===== config.mk =====
export PLATFORM = sky130hd
export DESIGN_NAME = universal_reg
export DESIGN_NICKNAME = d
export VERILOG_FILES = /design/src/rtl/universal_reg_pkg.sv /design/src/rtl/universal_reg_next.sv /design/src/rtl/universal_reg.sv
export SDC_FILE = /design/constraint.sdc
export NUM_CORES = 1
export LEC_CHECK = 0
export CAP_MARGIN = 40
export CORE_MARGIN = 2
export CORE_UTILIZATION = 40
export DETAILED_ROUTE_END_ITERATION = 10
export GPL_TIMING_DRIVEN = 0
export PLACE_DENSITY = 0.86
export SLEW_MARGIN = 30
export SYNTH_ARGS = -nofsm -noshare
export SYNTH_HDL_FRONTEND = slang
export SYNTH_SLANG_ARGS = --single-unit

===== constraint.sdc =====
create_clock -name clk -period 1.4 [get_ports clk]
set_input_delay 0.21 -clock clk [delete_from_list [all_inputs] [get_ports clk]]
set_output_delay 0.21 -clock clk [all_outputs]
set_load 0.005 [all_outputs]

===== src/rtl/universal_reg_pkg.sv =====
// universal_reg_pkg: mode codes shared by universal_reg and the control unit that drives mode
package universal_reg_pkg;
  typedef enum logic [2:0] {
    M_HOLD = 3'b000,
    M_LOAD = 3'b001,
    M_SHL  = 3'b010,
    M_SHR  = 3'b011,
    M_ROL  = 3'b100,
    M_ROR  = 3'b101,
    M_INC  = 3'b110,
    M_DEC  = 3'b111
  } mode_t;
endpackage


===== src/rtl/universal_reg_next.sv =====
// universal_reg_next: combinational next q/sout/co; INC/DEC only when UNIV_REG_COUNT_EN is defined
module universal_reg_next
  import universal_reg_pkg::*;
#(
  parameter int WIDTH = 8
) (
  input  logic [WIDTH-1:0] q,
  input  logic [2:0]       mode,
  input  logic [WIDTH-1:0] d,
  input  logic             sin,
  output logic [WIDTH-1:0] q_nxt,
  output logic             sout_nxt,
  output logic             co_nxt
);
  mode_t m;
  assign m = mode_t'(mode);
  always_comb begin
    q_nxt    = q;
    sout_nxt = 1'b0;
    co_nxt   = 1'b0;
    case (m)
      M_LOAD: q_nxt = d;
      M_SHL: begin
        q_nxt    = {q[WIDTH-2:0], sin};
        sout_nxt = q[WIDTH-1];
      end
      M_SHR: begin
        q_nxt    = {sin, q[WIDTH-1:1]};
        sout_nxt = q[0];
      end
      M_ROL: begin
        q_nxt    = {q[WIDTH-2:0], q[WIDTH-1]};
        sout_nxt = q[WIDTH-1];
      end
      M_ROR: begin
        q_nxt    = {q[0], q[WIDTH-1:1]};
        sout_nxt = q[0];
      end
`ifdef UNIV_REG_COUNT_EN
      M_INC: begin
        q_nxt  = q + WIDTH'(1);
        co_nxt = &q;
      end
      M_DEC: begin
        q_nxt  = q - WIDTH'(1);
        co_nxt = ~|q;
      end
`endif
      default: q_nxt = q;
    endcase
  end
endmodule


===== src/rtl/universal_reg.sv =====
// universal_reg: multi-mode WIDTH-bit register (hold/load/shift/rotate, INC/DEC under UNIV_REG_COUNT_EN)
module universal_reg
  import universal_reg_pkg::*;
#(
  parameter int             WIDTH     = 8,
  parameter logic [WIDTH-1:0] RESET_VAL = '0
) (
  input  logic             clk,
  input  logic             clr_n,
  input  logic             en,
  input  logic [2:0]       mode,
  input  logic [WIDTH-1:0] d,
  input  logic             sin,
  output logic [WIDTH-1:0] q,
  output logic             sout,
  output logic             co
);
  logic [WIDTH-1:0] q_nxt;
  logic             sout_nxt;
  logic             co_nxt;
  universal_reg_next #(.WIDTH(WIDTH)) u_next (
    .q        (q),
    .mode     (mode),
    .d        (d),
    .sin      (sin),
    .q_nxt    (q_nxt),
    .sout_nxt (sout_nxt),
    .co_nxt   (co_nxt)
  );
  // reset beats enable; a disabled edge still clears the sout/co pulses
  always_ff @(posedge clk) begin
    if (!clr_n) begin
      q    <= RESET_VAL;
      sout <= 1'b0;
      co   <= 1'b0;
    end else begin
      q    <= en ? q_nxt : q;
      sout <= en & sout_nxt;
      co   <= en & co_nxt;
    end
  end
endmodule


## After elaboration in Yosys (flattened, before gate mapping)

Cells that the tools add are included.
Widths: inputs -> output; s select.

| cells by class | value |
|---|---|
| equal/unequal tests | 5 |
| mux-type cells | 2 |
| bitwise logic cells | 1 |
| order comparisons | 0 |
| shifts and indexed selects | 0 |
| reductions and logical operators | 4 |
| divide/modulo/power cells | 0 |
| multipliers | 0 |
| add/sub/neg operators | 0 |

Operators by type and width:

| operator | count |
|---|---|
| $pmux 8 s5 | 1 |
| $eq 3x2->1 const B | 2 |
| $eq 3x3->1 const B | 2 |
| $reduce_bool 5->1 | 1 |
| $reduce_or 2->1 | 2 |
| $eq 3x1->1 const B | 1 |
| $pmux 1 s2 | 1 |
| $reduce_and 2->1 | 1 |
| $and 1x1->1 | 1 |

| storage, ports and cells | value |
|---|---|
| memory bits (read-only) | 0 |
| latch bits | 0 |
| bits of input ports | 15 |
| bits in registers | 9 |
| memories | 0 |
| word-level logic and storage cells | 14 |
| memory bits (writable) | 0 |

## Logic depth before layout (Yosys ltp)

Gate-level depths: netlist (run 1).

| logic depth | value |
|---|---|
| depth after elaboration | 4 |
| mapped depth | 5 |

## Cells and area by module

A second synthesis (run 1) with hierarchy kept.

| unflattened totals | value |
|---|---|
| cells, all modules | 100 |
| area total of the unflattened synthesis | 845.8 µm² |

Modules (own cells, without submodules):

| module | cells an instance | instances | area each (µm²) |
|---|---|---|---|
| universal_reg_next | 71 | 1 | 489.2 |
| universal_reg | 29 | 1 | 356.6 |

## Worst setup path after synthesis (run 1)

No wires, ideal clock.

| timing path | value |
|---|---|
| path type | input port to flip-flop |
| from | input mode[1] |
| to | register q[0] |
| arrival time | 1201 ps |
| setup time | 119 ps |
| cell stages on the path | 5 |
| path slack | 80 ps |
| cell sequence | buf_6 -> or3_4 -> and2_1 -> buf_6 -> o221a_1 |

| between the ends | value |
|---|---|
| word-level cells in the longest chain between the ends | 3 |
| elaborated cells on any way between the ends | 8 |
| those cells by class | 5 x eq/ne; 1 x mux; 2 x reduce/logical |

Ends and longest elaborated chain:

| element | RTL line | text |
|---|---|---|
| start, declared | universal_reg.sv:11 | `input logic [2:0] mode,` |
| $eq 3x1->1 (tied with other cells) | universal_reg_next.sv:21 | `case (m)` |
| $reduce_bool 5->1 (no source line) | -- |  |
| $reduce_and 2->1 (no source line) | -- |  |
| end signal, assigned | universal_reg.sv:37 | `q <= en ? q_nxt : q;` |
| end, declared | universal_reg.sv:14 | `output logic [WIDTH-1:0] q,` |

Several ways; a longest one is shown, not always the timed one.
A chain may end at the register's enable or synchronous reset.

## Worst setup path in the final report (run 1)

| timing path | value |
|---|---|
| from | register q[2] |
| to | output q[2] |

No word-level cell between the ends.

==> results_dict.tcl, run 1 <==
set metrics [dict create \
    status "completed" \
    dp_slack_ns -0.506 \
    synthFlopType "sky130_fd_sc_hd__dfxtp_1" \
    startpoint_type "flip-flop" \
    area_growth_syn_to_layout_pct 45.6 \
    post-route-util 0.644 \
    clockBufferDepth 2 \
    grt_pass1_wl_mm 2.15 \
    drt_drc_violations_left 0 \
    route.top_layer_used "met3" \
    cp_slowest_cell "sky130_fd_sc_hd__clkdlybuf4s50_1" \
    cp_max_fo 4 \
    hold_start "clr_n" \
    setup_slack_ns 0.0289 \
    io_pins 25 \
    mappedNetlistArea_um2 589 \
    synth_largest_type_area_fraction 0.306 \
    synth.area.top_cells "sky130_fd_sc_hd__dfxtp_1 (31%), sky130_fd_sc_hd__mux2i_1 (15%), sky130_fd_sc_hd__mux2_2 (11%)" \
    rsz0062_at_grt "no" \
    viasPerCell 5.44 \
    grt_use_total 0.160 \
    post_route_cells_drive_above_1_share 0.256 \
    setup_viol_count_final 0 \
    synth.ff_latch_count 9 \
    max_freq_ghz 0.729 \
    max-vdd-ir-drop_uv 497 \
    die_area_um2 1800 \
    avgSynthCellArea_um2 9.66 \
    finish.net_count 102 \
    cp_data_required_time_ns 1.19 \
    first_pass_iters 4 \
    htree_levels 1 \
    finalWorstPathRequiredPeriod_ns 1.37 \
    synth.net_count 76 \
    period_share 0.979 \
    die_height_um 42.4 \
    crit_type "reg2out" \
    chipWidth_um 42.4 \
    place.port_buffers 21 \
    totalWireLength_mm 1.40 \
    worstSkewPairLatency_ns 0.26 \
    ant_nets 0 \
    cts_tree "yes" \
    cp-end-kind "output port" \
    instances_no_fill 101 \
    grt_overflow 0 \
    timing.final.max_slew_violations 0 \
    root_buffer "sky130_fd_sc_hd__clkbuf_4" \
    met2WireLength_um 691 \
    clock_skew_ns 0.00917 \
    first_global_vias 468 \
    rr_startpoint "q[7]" \
    cts-buffers-inserted 3 \
    async_set_or_reset_register_ratio_after_synthesis 0 \
    cell_leakage_power_nw 0.361 \
    final.setup.tns_ns 0 \
    synth_cells 61 \
    min_path_type "in2reg" \
    pwr_density_cell_nw_per_um2 790 \
    postCtsSetupBuffers 0 \
    first_iter_violations 10 \
    num-fill-cells 110 \
    synth.yosys.seq_area_share 0.306 \
    yosys_warnings 0 \
    crit_chain "clkdlybuf4s50_1" \
    initial_core_util 0.442 \
    critical_path.top_delay_family "buffers and inverters" \
    synthDistinctLibCells 23 \
    critPathBufInv 1 \
    synth_edf_count 0 \
    diodes 0 \
    drv.max_cap_violation_count 0 \
    number_of_placed_cells_counting_well_taps 97 \
    antenna_violations_before_repair 0 \
    place_hpwl_mm 1.02 \
    critPathArrivalTime_ns 1.16 \
    cts_num_sinks 9 \
    design_power_total_uw 678 \
    worst-r2r-setup-slack_ns 0.32 \
    met1Wirelength_um 615 \
    synth.largest_area_cell "sky130_fd_sc_hd__dfxtp_1" \
    netlist_top_cells_count "sky130_fd_sc_hd__dfxtp_1 (9), sky130_fd_sc_hd__mux2i_1 (9), sky130_fd_sc_hd__nand2_1 (8), sky130_fd_sc_hd__mux2_2 (6), sky130_fd_sc_hd__o22ai_1 (6)" \
    crit_path_start "q[2]" \
    per_cell_routed_wire_length_um 13.9 \
    clk_transition_reported_paths_ns 0.06 \
    critPathMaxStageDelay_ns 0.52 \
    holdBufCountCts 0 \
    finalHoldViolations 0 \
    num_rows 13 \
    grt_max_degree 11 \
    route.met3.wl_um 97 \
    design.core.area_um2 1330 \
    finalWeightedCongestion 0.755 \
    vias 549 \
]
## where the power goes
part           internal, mW  total [mW]  switching (mW)
Clock                 0.110       0.196          0.0868
Sequential            0.274       0.290          0.0161
Combinational         0.116       0.192          0.0763
## layer usage
layer / vias to the layer above / track usage
li1: 271 / -
met1: 252 / 0.190
met2: 26 / 0.262
met3: 0 / 0.0690
met4: 0 / 0.0438
met5: - / 0
## state kept, by name, indices dropped and copies added (netlist names)
signal and flops:
q 8, sout 1
## per-stage QoR
step           hold slack, ns  cell area, um2
2_1_floorplan           0.336             589
3_3_place_gp            0.490             818
3_5_place_dp            0.495             818
4_1_cts                 0.320             848
5_1_grt                 0.358             858
6_report                0.336             858
## area by class of cell
cell class / count / area [um2] / area share
plain buffers: 5 / 41.3 / 0.0481
clock buffers: 4 / 26.3 / 0.0306
inverters: 2 / 7.51 / 0.00875
multi-input cells: 45 / 368 / 0.429
flip-flops and latches: 9 / 186 / 0.217
well taps: 15 / 18.8 / 0.0219
repair buffers: 21 / 210 / 0.245
## kinds of logic (layout without fill, tap and decap cells)
| group | after synthesis | count (layout) | share of synthesized area |
|---|---|---|---|
| buffers and inverters | 7 | 32 | 0.0764 |
| and+or+nand+nor | 16 | 16 | 0.138 |
| AOI/OAI and AO/OA | 12 | 12 | 0.159 |
| muxes | 15 | 15 | 0.268 |
| DFF | 9 | 9 | 0.306 |
| other | 1 | 1 | 0.00636 |
| xor gates and xnor gates | 1 | 1 | 0.0467 |
## placed cells by master, fill, tap and decap left out, types with 2 or more instances in the layout
cell type	netlist	layout
sky130_fd_sc_hd__buf_4	1	2
sky130_fd_sc_hd__buf_6	2	2
sky130_fd_sc_hd__clkbuf_4	0	3
sky130_fd_sc_hd__clkdlybuf4s50_1	0	18
sky130_fd_sc_hd__dfxtp_1	9	4
sky130_fd_sc_hd__dfxtp_2	0	5
sky130_fd_sc_hd__dlygate4sd2_1	0	2
sky130_fd_sc_hd__inv_1	2	2
sky130_fd_sc_hd__mux2_2	6	6
sky130_fd_sc_hd__mux2i_1	9	9
sky130_fd_sc_hd__nand2_1	8	8
sky130_fd_sc_hd__nand3_1	2	2
sky130_fd_sc_hd__nor2b_1	2	2
sky130_fd_sc_hd__o22ai_1	6	6
## repair_timing
item	4_1_cts	5_1_grt
setup endpoints to repair	10	8
gates cloned	0	0
gates resized for setup	7	5
## final timing paths
path | depth (start not counted) | to
worst min-delay path | 3 | q[7]
worst max register to register | 3 | q[0]
worst max-delay path | 1 | q[2]
worst min register to register | 2 | q[1]
(Power assumes the default switching activity.)
==> run 2: changes to the inputs <==
--- a/config.mk
+++ b/config.mk
@@ -5,12 +5,15 @@
 export SDC_FILE = /design/constraint.sdc
 export NUM_CORES = 1
 export LEC_CHECK = 0
-export CAP_MARGIN = 40
+export CAP_MARGIN = 15
+export CELL_PAD_IN_SITES_DETAIL_PLACEMENT = 1
+export CELL_PAD_IN_SITES_GLOBAL_PLACEMENT = 1
 export CORE_MARGIN = 2
-export CORE_UTILIZATION = 40
+export CORE_UTILIZATION = 29
 export DETAILED_ROUTE_END_ITERATION = 10
 export GPL_TIMING_DRIVEN = 0
-export PLACE_DENSITY = 0.86
+export PLACE_DENSITY = 0.85
+export SETUP_SLACK_MARGIN = 0.2
 export SLEW_MARGIN = 30
 export SYNTH_ARGS = -nofsm -noshare
 export SYNTH_HDL_FRONTEND = slang
==> results_dict.tcl, run 2 (same netlist as run 1, synthesis figures left out) <==
set metrics [dict create \
    root_buffer "sky130_fd_sc_hd__clkbuf_4" \
    antenna_violations_before_repair 0 \
    setup_slack_ns 0.234 \
    startpoint_type "input port" \
    max_slew_margin 0.651 \
    htree_levels 1 \
    cp_data_required_time_ns 1.57 \
    worstSkewPairLatency_ns 0.28 \
    cts_num_sinks 9 \
    ant_nets 0 \
    crit_path_start "mode[0]" \
    cts-buffers-inserted 3 \
    num_rows 16 \
    cts_tree "yes" \
    viasPerCell 4.86 \
    status "completed" \
    initial_core_util 0.303 \
    design.core.area_um2 1940 \
    largest_register_ff_count 8 \
    place_hpwl_mm 1.16 \
    setup.worst_path.end "q[0]" \
    place.port_buffers 21 \
    vias 569 \
    crit_type "in2reg" \
    cell_leakage_power_nw 0.424 \
    first_iter_violations 1 \
    period_share 0.833 \
    clk_transition_reported_paths_ns 0.07 \
    clockBufferDepth 2 \
    finish.net_count 106 \
    area_growth_syn_to_layout_pct 56.9 \
    num-fill-cells 238 \
    die_height_um 49.1 \
    setup_viol_count_final 0 \
    max-vdd-ir-drop_uv 297 \
    r2r.worst_path.cells 4 \
    instances_no_fill 117 \
    first_global_vias 576 \
    post-route-util 0.476 \
    post_route_cells_drive_above_1_share 0.367 \
    hold_ws_ns 0.220 \
    min_path_type "in2reg" \
    chipWidth_um 49.1 \
    worstReg2RegEnd "q[6]" \
    dp_slack_ns -0.540 \
    finalHoldViolations 0 \
    grt_pass1_wl_mm 2.68 \
    cp_max_fo 8 \
    diodes 0 \
    critPathArrivalTime_ns 1.34 \
    max_freq_ghz 0.857 \
    timing.final.max_slew_violations 0 \
    finalWeightedCongestion 0.746 \
    rr_startpoint "q[7]" \
    grt_overflow 0 \
    worst-slew-pin-transition_ns 0.523 \
    final.setup.tns_ns 0 \
    io_pins 25 \
    die_area_um2 2410 \
    drt_drc_violations_left 0 \
    grt_use_total 0.154 \
    drv.max_cap_violation_count 0 \
    rsz0062_at_grt "no" \
    totalWireLength_mm 1.59 \
    per_cell_routed_wire_length_um 13.6 \
    finish.instance_area_um2 925 \
    cp-end-kind "flip-flop" \
    commonest_non_fill_non_tap_cell_in_the_layout "sky130_fd_sc_hd__dlygate4sd2_1" \
    design_power_total_uw 715 \
    number_of_placed_cells_counting_well_taps 109 \
    pwr_density_cell_nw_per_um2 773 \
    clock_skew_ns 0.00584 \
    grt_max_degree 11 \
    placement.cell_area_um2 840 \
    finalWorstPathRequiredPeriod_ns 1.17 \
    largest_registers "q x8, sout x1" \
    first_pass_iters 4 \
    worst-r2r-setup-slack_ns 0.32 \
    final_cell_mix "sky130_fd_sc_hd__dlygate4sd2_1 (10), sky130_fd_sc_hd__mux2i_1 (9), sky130_fd_sc_hd__clkdlybuf4s50_1 (9)" \
    registers.top_by_ff_count "q" \
]
-- run 2: worst min path at each step --
stage | startpoint | endpoint | cells after the start
finish | en | sout | 3
global route | en | sout | 3
CTS | clr_n | q[7] | 3
detailed placement | q[4] | q[4] | 2
global placement | q[6] | q[6] | 2
floorplan | en | sout | 2
-- run 2: critical path, cell delays in order --
cell and delay, ns:
sky130_fd_sc_hd__dlygate4sd2_1 0.28, sky130_fd_sc_hd__or3_4 0.37, sky130_fd_sc_hd__and2_4 0.15, sky130_fd_sc_hd__buf_6 0.13, sky130_fd_sc_hd__o221a_1 0.19
-- run 2: where the power goes --
group	switching (mW)	leakage (nW)	internal [mW]
Combinational	0.0903	0.332	0.121
Sequential	0.0110	0.0769	0.274
Clock	0.107	0.0150	0.111
Total	0.209	0.424	0.506
-- run 2: cell type report --
class / count / area, um2 / share of cell area
clock buffer: 4 / 26.3 / 0.0284
tap: 27 / 33.8 / 0.0365
sequential: 9 / 190 / 0.206
timing repair buffer: 25 / 225 / 0.244
inverter: 2 / 7.51 / 0.00812
multi-input combinational: 45 / 397 / 0.429
buffer: 5 / 45.0 / 0.0487
-- run 2: metal layers --
metal / part of all wire / wire length (um) / vias to the layer above / GRT usage
met3: 0.048 / 77 / 4 / 0.0521
met4: 0.027 / 43 / 0 / 0.114
met5: 0 / 0 / - / 0
met2: 0.50 / 800 / 16 / 0.245
met1: 0.42 / 669 / 272 / 0.168
li1: - / - / 277 / -
-- run 2: timing repair --
item                                    CTS  global route
buffers inserted                          4             0
endpoints found under the hold margin     0             0
resized for setup                        30             3
hold buffers                              0             0
endpoints found under the setup margin   18             8
pin swaps                                 1             1
==> run 3: changes to the inputs <==
--- a/config.mk
+++ b/config.mk
@@ -9,10 +9,10 @@
 export CELL_PAD_IN_SITES_DETAIL_PLACEMENT = 1
 export CELL_PAD_IN_SITES_GLOBAL_PLACEMENT = 1
 export CORE_MARGIN = 2
-export CORE_UTILIZATION = 29
+export CORE_UTILIZATION = 26
 export DETAILED_ROUTE_END_ITERATION = 10
 export GPL_TIMING_DRIVEN = 0
-export PLACE_DENSITY = 0.85
+export PLACE_DENSITY = 0.81
 export SETUP_SLACK_MARGIN = 0.2
 export SLEW_MARGIN = 30
 export SYNTH_ARGS = -nofsm -noshare
==> constraint.sdc (replaced) <==
create_clock -name clk -period 0.97 [get_ports clk]
set_input_delay 0.1455 -clock clk [delete_from_list [all_inputs] [get_ports clk]]
set_output_delay 0.1455 -clock clk [all_outputs]
set_load 0.005 [all_outputs]
==> results_dict.tcl, run 3 (same netlist as run 1, synthesis figures left out) <==
set metrics [dict create \
    status "complete, but fails checks" \
    violations "setup timing" \
    grt_pass1_wl_mm 2.89 \
    r2r.worst_path.cells 5 \
    grt_use_total 0.154 \
    io_pins 25 \
    clock_power_share 0.276 \
    initial_core_util 0.272 \
    hold_depth 4 \
    comb_power_share 0.351 \
    max-vdd-ir-drop_uv 556 \
    placement.cell_area_um2 842 \
    area_growth_syn_to_layout_pct 76.6 \
    rsz0062_at_grt "yes" \
    antenna_violations_before_repair 0 \
    chipWidth_um 51.6 \
    power.share.switching 0.288 \
    finalHoldViolations 0 \
    critPathMaxStageDelay_ns 0.34 \
    setup_viol_count_final 9 \
    viasPerCell 4.78 \
    finish.instance_area_um2 1040 \
    root_buffer "sky130_fd_sc_hd__clkbuf_4" \
    p_switching_uw 323 \
    grt_overflow 0 \
    cp_data_required_time_ns 1.16 \
    grt_max_degree 11 \
    post_route_cells_drive_above_1_share 0.535 \
    drv.max_cap_violation_count 0 \
    sequential_group_share_of_total_power 0.373 \
    cts_tree "yes" \
    per_cell_routed_wire_length_um 15.2 \
    dp_slack_ns -0.817 \
    cp_slowest_cell "sky130_fd_sc_hd__dfxtp_2" \
    cp-end-kind "flip-flop" \
    met2WireLength_um 997 \
    crit_type "reg2reg" \
    finalWeightedCongestion 0.753 \
    die_area_um2 2660 \
    holdBufCountCts 0 \
    largest_register_ff_count 8 \
    clk_transition_reported_paths_ns 0.07 \
    met1Wirelength_um 781 \
    first_global_vias 610 \
    worstSkewPairLatency_ns 0.28 \
    cts-buffers-inserted 3 \
    setup_slack_ns -0.120 \
    cp_max_fo 4 \
    power.internal_uw 796 \
    cell_leakage_power_nw 0.470 \
    first_iter_violations 3 \
    finalWorstPathRequiredPeriod_ns 1.09 \
    place.port_buffers 21 \
    die_height_um 51.6 \
    vias 607 \
    timing.final.max_slew_violations 0 \
    registers.top_by_ff_count "q" \
    totalWireLength_mm 1.93 \
    final_cell_mix "sky130_fd_sc_hd__buf_6 (13), sky130_fd_sc_hd__mux2i_1 (9), sky130_fd_sc_hd__clkdlybuf4s50_1 (9)" \
    design.core.area_um2 2170 \
    place_hpwl_mm 1.09 \
    crit_chain "buf_6 > buf_6 > a22o_1 > nand2_1 > a311oi_2" \
    pwr_density_cell_nw_per_um2 1080 \
    max_freq_ghz 0.918 \
    clock_skew_ns 0.00774 \
    route.top_layer_used "met4" \
    route.met3.wl_um 113 \
    ant_nets 0 \
    critPathArrivalTime_ns 1.28 \
    finish.net_count 115 \
    cts_num_sinks 9 \
    timing.critical_path.mode_cell "sky130_fd_sc_hd__buf_6" \
    startpoint_type "flip-flop" \
    period_share 1.12 \
    diodes 0 \
    min_path_type "in2reg" \
    htree_levels 1 \
    drt_drc_violations_left 0 \
    hold_ws_ns 0.271 \
    clockBufferDepth 2 \
    commonest_non_fill_non_tap_cell_in_the_layout "sky130_fd_sc_hd__buf_6" \
    largest_registers "q x8, sout x1" \
    first_pass_iters 4 \
    num_rows 17 \
]
-- run 3: cell type report --
type | instances | area [um2]
Timing Repair Buffer | 34 | 320
Fill cell | 259 | 1130
Tap cell | 28 | 35.0
Sequential cell | 9 | 190
Inverter | 2 | 7.51
Clock buffer | 4 | 26.3
Multi-Input combinational cell | 45 | 413
Buffer | 5 | 48.8
-- run 3: per-layer routing --
layer,global-route usage,vias up
li1,-,297
met1,0.169,286
met2,0.263,19
met3,0.0603,5
met4,0.0658,0
met5,0,-
-- run 3: final timing paths --
| kind | slack, ns | to | from |
|---|---|---|---|
| setup / recovery | -0.12 | q[7] | q[0] |
| hold / removal | 0.27 | sout | mode[2] |
| setup reg to reg | -0.12 | q[7] | q[0] |
| hold reg to reg | 0.49 | q[4] | q[4] |
-- run 3: worst max-delay path: cells and delay by family (launching register included) --
family,cells,cell delay [ns]
DFF,1,0.34
buffers and inverters,2,0.18
and+or+nand+nor,1,0.07
AOI/OAI and AO/OA,2,0.40
-- run 3: power by group through the flow --
stage,combinational [mW],clock (mW),sequential [mW]
after detailed placement,0.286,0,0.424
after CTS,0.351,0.329,0.414
after floorplan,0.158,0,0.420
after global placement,0.280,0,0.424
after global routing,0.422,0.350,0.420
final,0.393,0.309,0.417
-- run 3: through the flow --
stage	util	cells	TNS, ns	total power, mW
final	0.480	127	-0.534	1.12
after detailed placement	0.388	110	-7.34	0.710
after floorplan	-	61	-0.670	0.578
after CTS	0.452	123	-0.299	1.09
after global placement	0.388	110	-7.09	0.704
after global routing	0.480	127	-1.03	1.19
-- run 3: what timing repair did --
item	CTS	global route
endpoints found under the setup margin	18	18
resized for setup	77	6
setup buffers	9	4
pin swaps	9	8
